## src/rtl/add_sum_collector_if.sv

```systemverilog
// Handshake bundle between the adder stream and the window collector.
// master: the sample producer / result consumer; slave: the collector.
interface add_sum_collector_if #(
  parameter int unsigned SUM_W = 5,
  parameter int unsigned ACC_W = 8
);
  logic             in_valid;
  logic             in_ready;
  logic [SUM_W-1:0] in_sum;
  logic             out_valid;
  logic             out_ready;
  logic [ACC_W-1:0] out_total;
  logic [SUM_W-1:0] out_max;
  logic             out_ovf;

  modport master (
    output in_valid, in_sum, out_ready,
    input  in_ready, out_valid, out_total, out_max, out_ovf
  );

  modport slave (
    input  in_valid, in_sum, out_ready,
    output in_ready, out_valid, out_total, out_max, out_ovf
  );
endinterface

```

## src/rtl/add_sum_collector.sv

```systemverilog
// add_sum_collector: accumulates windows of WINDOW adder sums and holds the
// window total and maximum until downstream accepts them.
// Optional feature macro: ADD_SUM_COLLECT_SAT_EN (saturating accumulator
// with overflow flag); when undefined the accumulator wraps and out_ovf is 0.
module add_sum_collector #(
  parameter int unsigned SUM_W  = 5,
  parameter int unsigned WINDOW = 4,
  parameter int unsigned ACC_W  = 8
) (
  input  logic               clk,
  input  logic               rst_n,
  add_sum_collector_if.slave bus
);

  localparam int unsigned CNT_W = $clog2(WINDOW + 1);

  typedef enum logic {
    S_ACCUM = 1'b0,
    S_HOLD  = 1'b1
  } state_e;

  state_e           state_q, state_d;
  logic [ACC_W-1:0] acc_q, acc_d;
  logic [SUM_W-1:0] maxv_q, maxv_d;
  logic [CNT_W-1:0] cnt_q, cnt_d;
  logic [ACC_W-1:0] total_q, total_d;
  logic [SUM_W-1:0] omax_q, omax_d;

  logic             in_ready_c;
  logic             accept_c;
  logic             last_c;
  logic [ACC_W-1:0] sample_ext_c;
  logic [ACC_W-1:0] acc_new_c;
  logic [SUM_W-1:0] max_new_c;

`ifdef ADD_SUM_COLLECT_SAT_EN
  logic             ovf_q, ovf_d;
  logic             oovf_q, oovf_d;
  logic [ACC_W:0]   sum_wide_c;
  logic             ovf_new_c;
`endif

  // Ready whenever collecting, or in HOLD when the result drains this cycle.
  assign in_ready_c = (state_q == S_ACCUM) || bus.out_ready;
  assign accept_c   = bus.in_valid && in_ready_c;
  assign last_c     = (cnt_q == CNT_W'(WINDOW - 1));

  // Next accumulator value and running maximum for the incoming sample.
  always_comb begin
    sample_ext_c = ACC_W'(bus.in_sum);
`ifdef ADD_SUM_COLLECT_SAT_EN
    sum_wide_c = {1'b0, acc_q} + {1'b0, sample_ext_c};
    acc_new_c  = sum_wide_c[ACC_W] ? {ACC_W{1'b1}} : sum_wide_c[ACC_W-1:0];
    ovf_new_c  = ovf_q | sum_wide_c[ACC_W];
`else
    acc_new_c  = acc_q + sample_ext_c;
`endif
    max_new_c = (bus.in_sum > maxv_q) ? bus.in_sum : maxv_q;
  end

  // Next-state and datapath update; HOLD always holds a cleared window, so a
  // sample accepted during the draining cycle starts the next window.
  always_comb begin
    state_d = state_q;
    acc_d   = acc_q;
    maxv_d  = maxv_q;
    cnt_d   = cnt_q;
    total_d = total_q;
    omax_d  = omax_q;
`ifdef ADD_SUM_COLLECT_SAT_EN
    ovf_d   = ovf_q;
    oovf_d  = oovf_q;
`endif

    unique case (state_q)
      S_ACCUM: begin
        if (accept_c) begin
          if (last_c) begin
            total_d = acc_new_c;
            omax_d  = max_new_c;
            acc_d   = '0;
            maxv_d  = '0;
            cnt_d   = '0;
`ifdef ADD_SUM_COLLECT_SAT_EN
            oovf_d  = ovf_new_c;
            ovf_d   = 1'b0;
`endif
            state_d = S_HOLD;
          end else begin
            acc_d  = acc_new_c;
            maxv_d = max_new_c;
            cnt_d  = cnt_q + CNT_W'(1);
`ifdef ADD_SUM_COLLECT_SAT_EN
            ovf_d  = ovf_new_c;
`endif
          end
        end
      end
      S_HOLD: begin
        if (bus.out_ready) begin
          state_d = S_ACCUM;
          if (bus.in_valid) begin
            acc_d  = acc_new_c;
            maxv_d = max_new_c;
            cnt_d  = cnt_q + CNT_W'(1);
`ifdef ADD_SUM_COLLECT_SAT_EN
            ovf_d  = ovf_new_c;
`endif
          end
        end
      end
      default: state_d = S_ACCUM;
    endcase
  end

  // State and datapath registers.
  always_ff @(posedge clk or negedge rst_n) begin
    if (!rst_n) begin
      state_q <= S_ACCUM;
      acc_q   <= '0;
      maxv_q  <= '0;
      cnt_q   <= '0;
      total_q <= '0;
      omax_q  <= '0;
    end else begin
      state_q <= state_d;
      acc_q   <= acc_d;
      maxv_q  <= maxv_d;
      cnt_q   <= cnt_d;
      total_q <= total_d;
      omax_q  <= omax_d;
    end
  end

`ifdef ADD_SUM_COLLECT_SAT_EN
  // Overflow flags for the running window and the held result.
  always_ff @(posedge clk or negedge rst_n) begin
    if (!rst_n) begin
      ovf_q  <= 1'b0;
      oovf_q <= 1'b0;
    end else begin
      ovf_q  <= ovf_d;
      oovf_q <= oovf_d;
    end
  end

  assign bus.out_ovf = oovf_q;
`else
  assign bus.out_ovf = 1'b0;
`endif

  assign bus.in_ready  = in_ready_c;
  assign bus.out_valid = (state_q == S_HOLD);
  assign bus.out_total = total_q;
  assign bus.out_max   = omax_q;

endmodule

```

## src/flat_wrapper.sv

```systemverilog
// flat-port wrapper written by rule: the top's interface ports become plain ports
module add_sum_collector_flat 
#(
  parameter int unsigned SUM_W  = 5,
  parameter int unsigned WINDOW = 4,
  parameter int unsigned ACC_W  = 8
)
  (clk, rst_n, bus_in_valid, bus_in_sum, bus_out_ready, bus_in_ready, bus_out_valid, bus_out_total, bus_out_max, bus_out_ovf);
  add_sum_collector_if #(.SUM_W(SUM_W), .ACC_W(ACC_W)) bus_i ();
  input  logic clk;
  input  logic rst_n;
  input wire logic [$bits(bus_i.in_valid)-1:0] bus_in_valid;
  input wire logic [$bits(bus_i.in_sum)-1:0] bus_in_sum;
  input wire logic [$bits(bus_i.out_ready)-1:0] bus_out_ready;
  output wire logic [$bits(bus_i.in_ready)-1:0] bus_in_ready;
  output wire logic [$bits(bus_i.out_valid)-1:0] bus_out_valid;
  output wire logic [$bits(bus_i.out_total)-1:0] bus_out_total;
  output wire logic [$bits(bus_i.out_max)-1:0] bus_out_max;
  output wire logic [$bits(bus_i.out_ovf)-1:0] bus_out_ovf;
  assign bus_i.in_valid = bus_in_valid;
  assign bus_i.in_sum = bus_in_sum;
  assign bus_i.out_ready = bus_out_ready;
  assign bus_in_ready = bus_i.in_ready;
  assign bus_out_valid = bus_i.out_valid;
  assign bus_out_total = bus_i.out_total;
  assign bus_out_max = bus_i.out_max;
  assign bus_out_ovf = bus_i.out_ovf;
  add_sum_collector #(.SUM_W(SUM_W), .WINDOW(WINDOW), .ACC_W(ACC_W)) u_core (.clk(clk), .rst_n(rst_n), .bus(bus_i));
endmodule
```

## config.mk

```make
export PLATFORM = sky130hd
export DESIGN_NAME = add_sum_collector_flat
export DESIGN_NICKNAME = d
export VERILOG_FILES = /design/src/rtl/add_sum_collector_if.sv /design/src/rtl/add_sum_collector.sv /design/src/flat_wrapper.sv
export SDC_FILE = /design/constraint.sdc
export NUM_CORES = 1
export LEC_CHECK = 0
export ABC_CLOCK_PERIOD_IN_PS = 2190
export BUFFER_PORTS_ARGS = -buffer_cell sky130_fd_sc_hd__buf_4
export CAP_MARGIN = 20
export CORE_MARGIN = 2
export CORE_UTILIZATION = 44
export CTS_CLUSTER_SIZE = 40
export DETAILED_ROUTE_END_ITERATION = 10
export PLACE_DENSITY = 0.66
export SETUP_SLACK_MARGIN = 0.05
export SLEW_MARGIN = 20
export SYNTH_ARGS = -nofsm -noshare
export SYNTH_HDL_FRONTEND = slang
export SYNTH_SLANG_ARGS = --single-unit
```

## constraint.sdc

```tcl
create_clock -name clk -period 2.19 [get_ports clk]
set_input_delay 0.1095 -clock clk [delete_from_list [all_inputs] [get_ports clk]]
set_output_delay 0.1095 -clock clk [all_outputs]
set_load 0.05 [all_outputs]
```

# ---- Word level (Yosys, flattened, before mapping)
# Index checks and enable logic that the tools add are counted.
dict set report totals {
  wordCells 38
  register_bits 30
  in_bits 9
}
dict set report op_classes {
  reduce_logical 4
  n_addsub 2
  eq_ne 4
  mux 20
  order_cmp 1
  n_bitwise 1
}
# op n
set ops {}
lappend ops {{$mux W8} 4}
lappend ops {{$mux W5} 5}
lappend ops {{$pmux W8 S2} 1}
lappend ops {{$mux W3} 4}
lappend ops {{$pmux W5 S2} 1}
lappend ops {{$add A8 B5 Y8} 1}
lappend ops {{$pmux W3 S2} 1}
lappend ops {{$reduce_and A3 Y1} 2}
lappend ops {{$gt A5 B5 Y1} 1}
lappend ops {{$ne A2 B2 Y1 const B} 2}
lappend ops {{$add A3 B1 Y3 const B} 1}
lappend ops {{$eq A3 B2 Y1 const B} 1}
lappend ops {{$mux W1} 3}
lappend ops {{$ne A2 B1 Y1 const B} 1}
lappend ops {{$pmux W1 S2} 1}
lappend ops {{$logic_and A1 B1 Y1} 1}
lappend ops {{$logic_or A1 B1 Y1} 1}
lappend ops {{$not A1 Y1} 1}

# ---- Depth between registers and ports, before layout
dict set report logic_depth {
  word_depth 5
  ltp_mapped 8
  mapped_depth_nobuf 8
}

# ---- Worst setup path before layout
# No wires, ideal clock.
dict set report synth_timing {
  kind {reg-to-reg}
  startpoint {register u_core.state_q, in the netlist u_core.bus.out_valid}
  endpoint {register u_core.maxv_q[0]}
  synth_period_minus_slack_ps 1993
  arrival_ps 1872
  stages_incl_launch_ff 6
  setup_ps 121
  path_slack_ps 197
  path_cell_list {dfrtp_1 nand2b_1 nand2_1 nor2_1 a21o_1 a22o_1}
}
dict set report synth_via {
  elab_chain_cells 5
  word_cells_on_any_way 8
  cone_classes {eq/ne: 3; mux: 1; bitwise: 1; reduce/logical: 3}
}
# item line_no
set synth_rtl {}
lappend synth_rtl {{start, declared} add_sum_collector.sv:22} ;# state_e state_q, state_d;
lappend synth_rtl {{start signal, assigned} add_sum_collector.sv:126} ;# state_q <= state_d;
lappend synth_rtl {{$not A1 Y1 (no source line)} n/a}
lappend synth_rtl {{$logic_or A1 B1 Y1} add_sum_collector.sv:44} ;# assign in_ready_c = (state_q == S_ACCUM) || bus.out_ready;
lappend synth_rtl {{via bus_in_ready} flat_wrapper.sv:15} ;# output wire logic [$bits(bus_i.in_ready)-1:0] bus_in_ready;
lappend synth_rtl {{$logic_and A1 B1 Y1} add_sum_collector.sv:45} ;# assign accept_c = bus.in_valid && in_ready_c;
lappend synth_rtl {{$ne A2 B1 Y1 (no source line)} n/a}
lappend synth_rtl {{$reduce_and A3 Y1 (no source line)} n/a}
lappend synth_rtl {{end signal, assigned} add_sum_collector.sv:128} ;# maxv_q <= maxv_d;
lappend synth_rtl {{end, declared} add_sum_collector.sv:24} ;# logic [SUM_W-1:0] maxv_q, maxv_d;
# The timed path passes the listed nets, and every way through them passes these cells.
# A chain may end at the register's enable or synchronous reset.

# ---- Worst setup path in the final report
dict set report layout_timing {
  startpoint {register u_core.maxv_q[2]}
  endpoint {register u_core.maxv_q[2]}
}
dict set report layout_via {
  elab_chain_cells 5
  word_cells_on_any_way 7
  cone_classes {order compare: 1; mux: 6}
}
# item line_no
set layout_rtl {}
lappend layout_rtl {{$gt A5 B5 Y1} add_sum_collector.sv:58} ;# max_new_c = (bus.in_sum > maxv_q) ? bus.in_sum : maxv_q;
lappend layout_rtl {{$mux W5 *} add_sum_collector.sv:58}
lappend layout_rtl {{$mux W5 (on tied branches)} {add_sum_collector.sv:102, add_sum_collector.sv:78}}
lappend layout_rtl {{$mux W5 (on tied branches)} {add_sum_collector.sv:100, add_sum_collector.sv:77}}
lappend layout_rtl {{$pmux W5 S2 *} add_sum_collector.sv:75} ;# unique case (state_q)
# Every way passes the cells marked *; elsewhere a longest branch is shown, timed or not. The select of a mux whose other input is x is not followed.

==> flow_summary_export.csv <==
group,metric,value,unit
clock_tree,clock-sinks,30,
clock_tree,clockBufferDepth,2,
placed_design,dpl_cell_area,1799,µm²
floorplan,die_x,63.72,µm
floorplan,std_cell_rows,21,
worst_hold_path,hp-class,"input port to flip-flop",
worst_setup_path,setup.worst_path.end_class,"flip-flop",
floorplan,initial_utilization,46.29,%
sta,fmax,518.2,MHz
placed_design,placed_cells,221,
route,wirelength,3.196,mm
status,status,"finished clean",
placed_design,place_congestion,0.8247,
sta,setup_ws,260.4,ps
grt,gr-total-overflow,0,
sta,finalHoldViolations,0,
grt,antenna_found_initial,0,
sta,drv_slew,0,
clock_tree,clk_latency,330,ps
pwr,finalPower,2.831,mW
sta,finalCritPeriodShare,88.11,%
sta,fin_tns_setup,0,ps
worst_setup_path,crit_path_start_kind,"flip-flop",
final_layout,final_util,55.15,%
worst_hold_path,hp-start,"bus_in_sum[4]",
sta,finalSetupViolCount,0,
clock_tree,clk_pin_slew,100,ps
final_layout,final_area,1869,µm²
route,drtAntennaViolNets,0,
route,drc,0,
floorplan,dieArea,4060,µm²
clock_tree,htreeDepth,2,
worst_setup_path,worstPathRequired,2410,ps
placed_design,dp_hpwl,2.380,mm
sta,finalClockSkew,10.59,ps
yosys,synth_cell_types,31,
yosys,synthFlopType,"dfrtp_1",
floorplan,io_pins,25,
grt,grt_usage,17.23,%
route,dr.first_iter.drc_count,60,
placed_design,port_buffers,23,
yosys,yosysWarningCount,0,
placed_design,post-place-ws,283.2,ps
route,routedWlPerCell,13.90,µm
final_layout,drive_above_1_share,21.20,%
sta,whs,49.89,ps
worst_setup_path,critPathMaxFanout,6,
yosys,synth_edf_count,0,
run,drv_cap,0,
sta,rsz0062_at_grt,"false",
yosys,async_reset_ff_share,100.0,%
final_layout,n_antenna_cell,0,
grt,grt_first_pass_wirelength,5.326,mm
yosys,syn-num-nets,175,
yosys,seq_area_frac_synth,47.85,%
yosys,syn_avg_cell_area,10.19,µm²
yosys,syn_inst,154,
route,vias,1221,
pwr,ir_drop,0.6624,mV
worst_setup_path,cp-startpoint,"u_core.maxv_q[2]$_DFFE_PN0P_",
final_layout,nFillCells,307,
floorplan,die_h,63.72,µm
route,viasPerCell,5.309,
grt,grt_max_degree,31,
clock_tree,cts_root_buf,"clkbuf_4",
worst_setup_path,arrival,2150,ps
final_layout,instances_no_fill,230,
grt,grt_pass1_vias,1198,
pwr,leakagePower,0.9126,nW
final_layout,syn2layout_area_growth,19.14,%
pwr,p_per_area,1514,nW/µm²
final_layout,nNetsFinal,204,
floorplan,coreArea,3390,µm²
route,drt_first_pass_iters,4,
sta,period_minus_slack,1930,ps
worst_setup_path,rr_startpoint,"u_core.maxv_q[2]$_DFFE_PN0P_",
clock_tree,cts_tree,"done",
worst_setup_path,critPathKind,"flip-flop to flip-flop",
yosys,syn_area,1569,µm²
clock_tree,cts_buffers,5,
yosys,ys_seq_elements,30,
critical path, stage by stage (launching register included):
cell and delay, ps:
dfrtp_1 400, inv_1 60, ha_1 290, a211oi_1 260
o221ai_2 190, o21ai_2 200, nor2_1 160, a22o_1 270
cells in the mapped netlist, types with 2 or more instances:
master     instances  area, µm²
dfrtp_1           30      750.7
o21ai_0           21      105.1
nand2_1           20      75.07
ha_1              11      137.6
inv_1             11      41.29
a22o_1             8      70.07
nor2_1             6      22.52
a21oi_1            4      20.02
clkbuf_1           4      15.01
mux2i_1            4      40.04
nand3_1            4      20.02
xnor2_1            4      35.03
a211oi_1           3      22.52
mux2_2             3      33.78
a21o_1             2      15.01
nand2b_1           2      12.51
o2111ai_1          2      17.52
xor2_1             2      17.52
repair_timing:
| action | in CTS | in global routing |
|---|---|---|
| hold endpoints to repair | 30 | 0 |
| gates resized for setup | 0 | 0 |
| hold buffers | 1 | 0 |
| buffers inserted | 0 | 0 |
sequential cells by signal, indices dropped and copies added, names as in the netlist:
signal                cells
u_core.bus.out_valid      1
u_core.cnt_q              3
u_core.bus.out_total      8
u_core.maxv_q             5
u_core.acc_q              8
u_core.bus.out_max        5
final timing paths:
path,end,slack (ps),depth (start not counted)
min in group asynchronous,u_core.maxv_q[4]$_DFFE_PN0P_,240,2
max,u_core.maxv_q[2]$_DFFE_PN0P_,260,7
max reg2reg,u_core.maxv_q[2]$_DFFE_PN0P_,260,7
min,u_core.maxv_q[4]$_DFFE_PN0P_,50,3
min reg2reg,u_core.bus.out_total[6]$_DFFE_PN0P_,490,2
max in group asynchronous,u_core.bus.out_total[7]$_DFFE_PN0P_,1670,2
power breakdown:
| group | total, mW | internal [mW] | switching, mW | leakage, nW |
|---|---|---|---|---|
| logic | 1.54 | 0.572 | 0.969 | 0.494 |
| registers | 0.947 | 0.792 | 0.155 | 0.383 |
| clock network | 0.342 | 0.155 | 0.187 | 0.0353 |
| total | 2.83 | 1.52 | 1.31 | 0.913 |
metal layers:
layer  GRT usage (%)  wire length [µm]
met4           9.239                70
met1           20.94              1470
met2           27.50              1524
met5               0                 0
met3           5.000               131
cell type report:
class	instances	area (µm²)	area share, %
multi-input combinational	108	754.5	40.36
sequential	30	750.7	40.16
timing repair buffer	27	205.2	10.98
tap	46	57.56	3.079
clock buffer	7	55.05	2.945
inverter	11	41.29	2.209
clock inverter	1	5.005	0.2677
logic make-up after synthesis:
group	after synthesis	synth area share, %
buf+inv	16	4.067
other cells	1	0.2390
xor+xnor	6	3.349
fa+ha+maj	12	10.05
compound gates	45	18.90
flops	30	47.85
mux	7	4.705
simple gates	37	10.85
placed cells by master (no fill, tap or decap), types with 2 or more instances in the layout:
master     Yosys  layout
o21ai_0       21      21
a21oi_1        4       4
nand3_1        4       4
mux2i_1        4       4
ha_1          11      11
inv_1         11      11
xor2_1         2       2
buf_4          1      26
clkbuf_4       0       5
xnor2_1        4       4
o2111ai_1      2       2
dfrtp_1       30      30
mux2_2         3       3
a21o_1         2       2
a22o_1         8       8
nor2_1         6       6
nand2b_1       2       2
nand2_1       20      20
a211oi_1       3       3
Power figures use the tool's default switching activity.
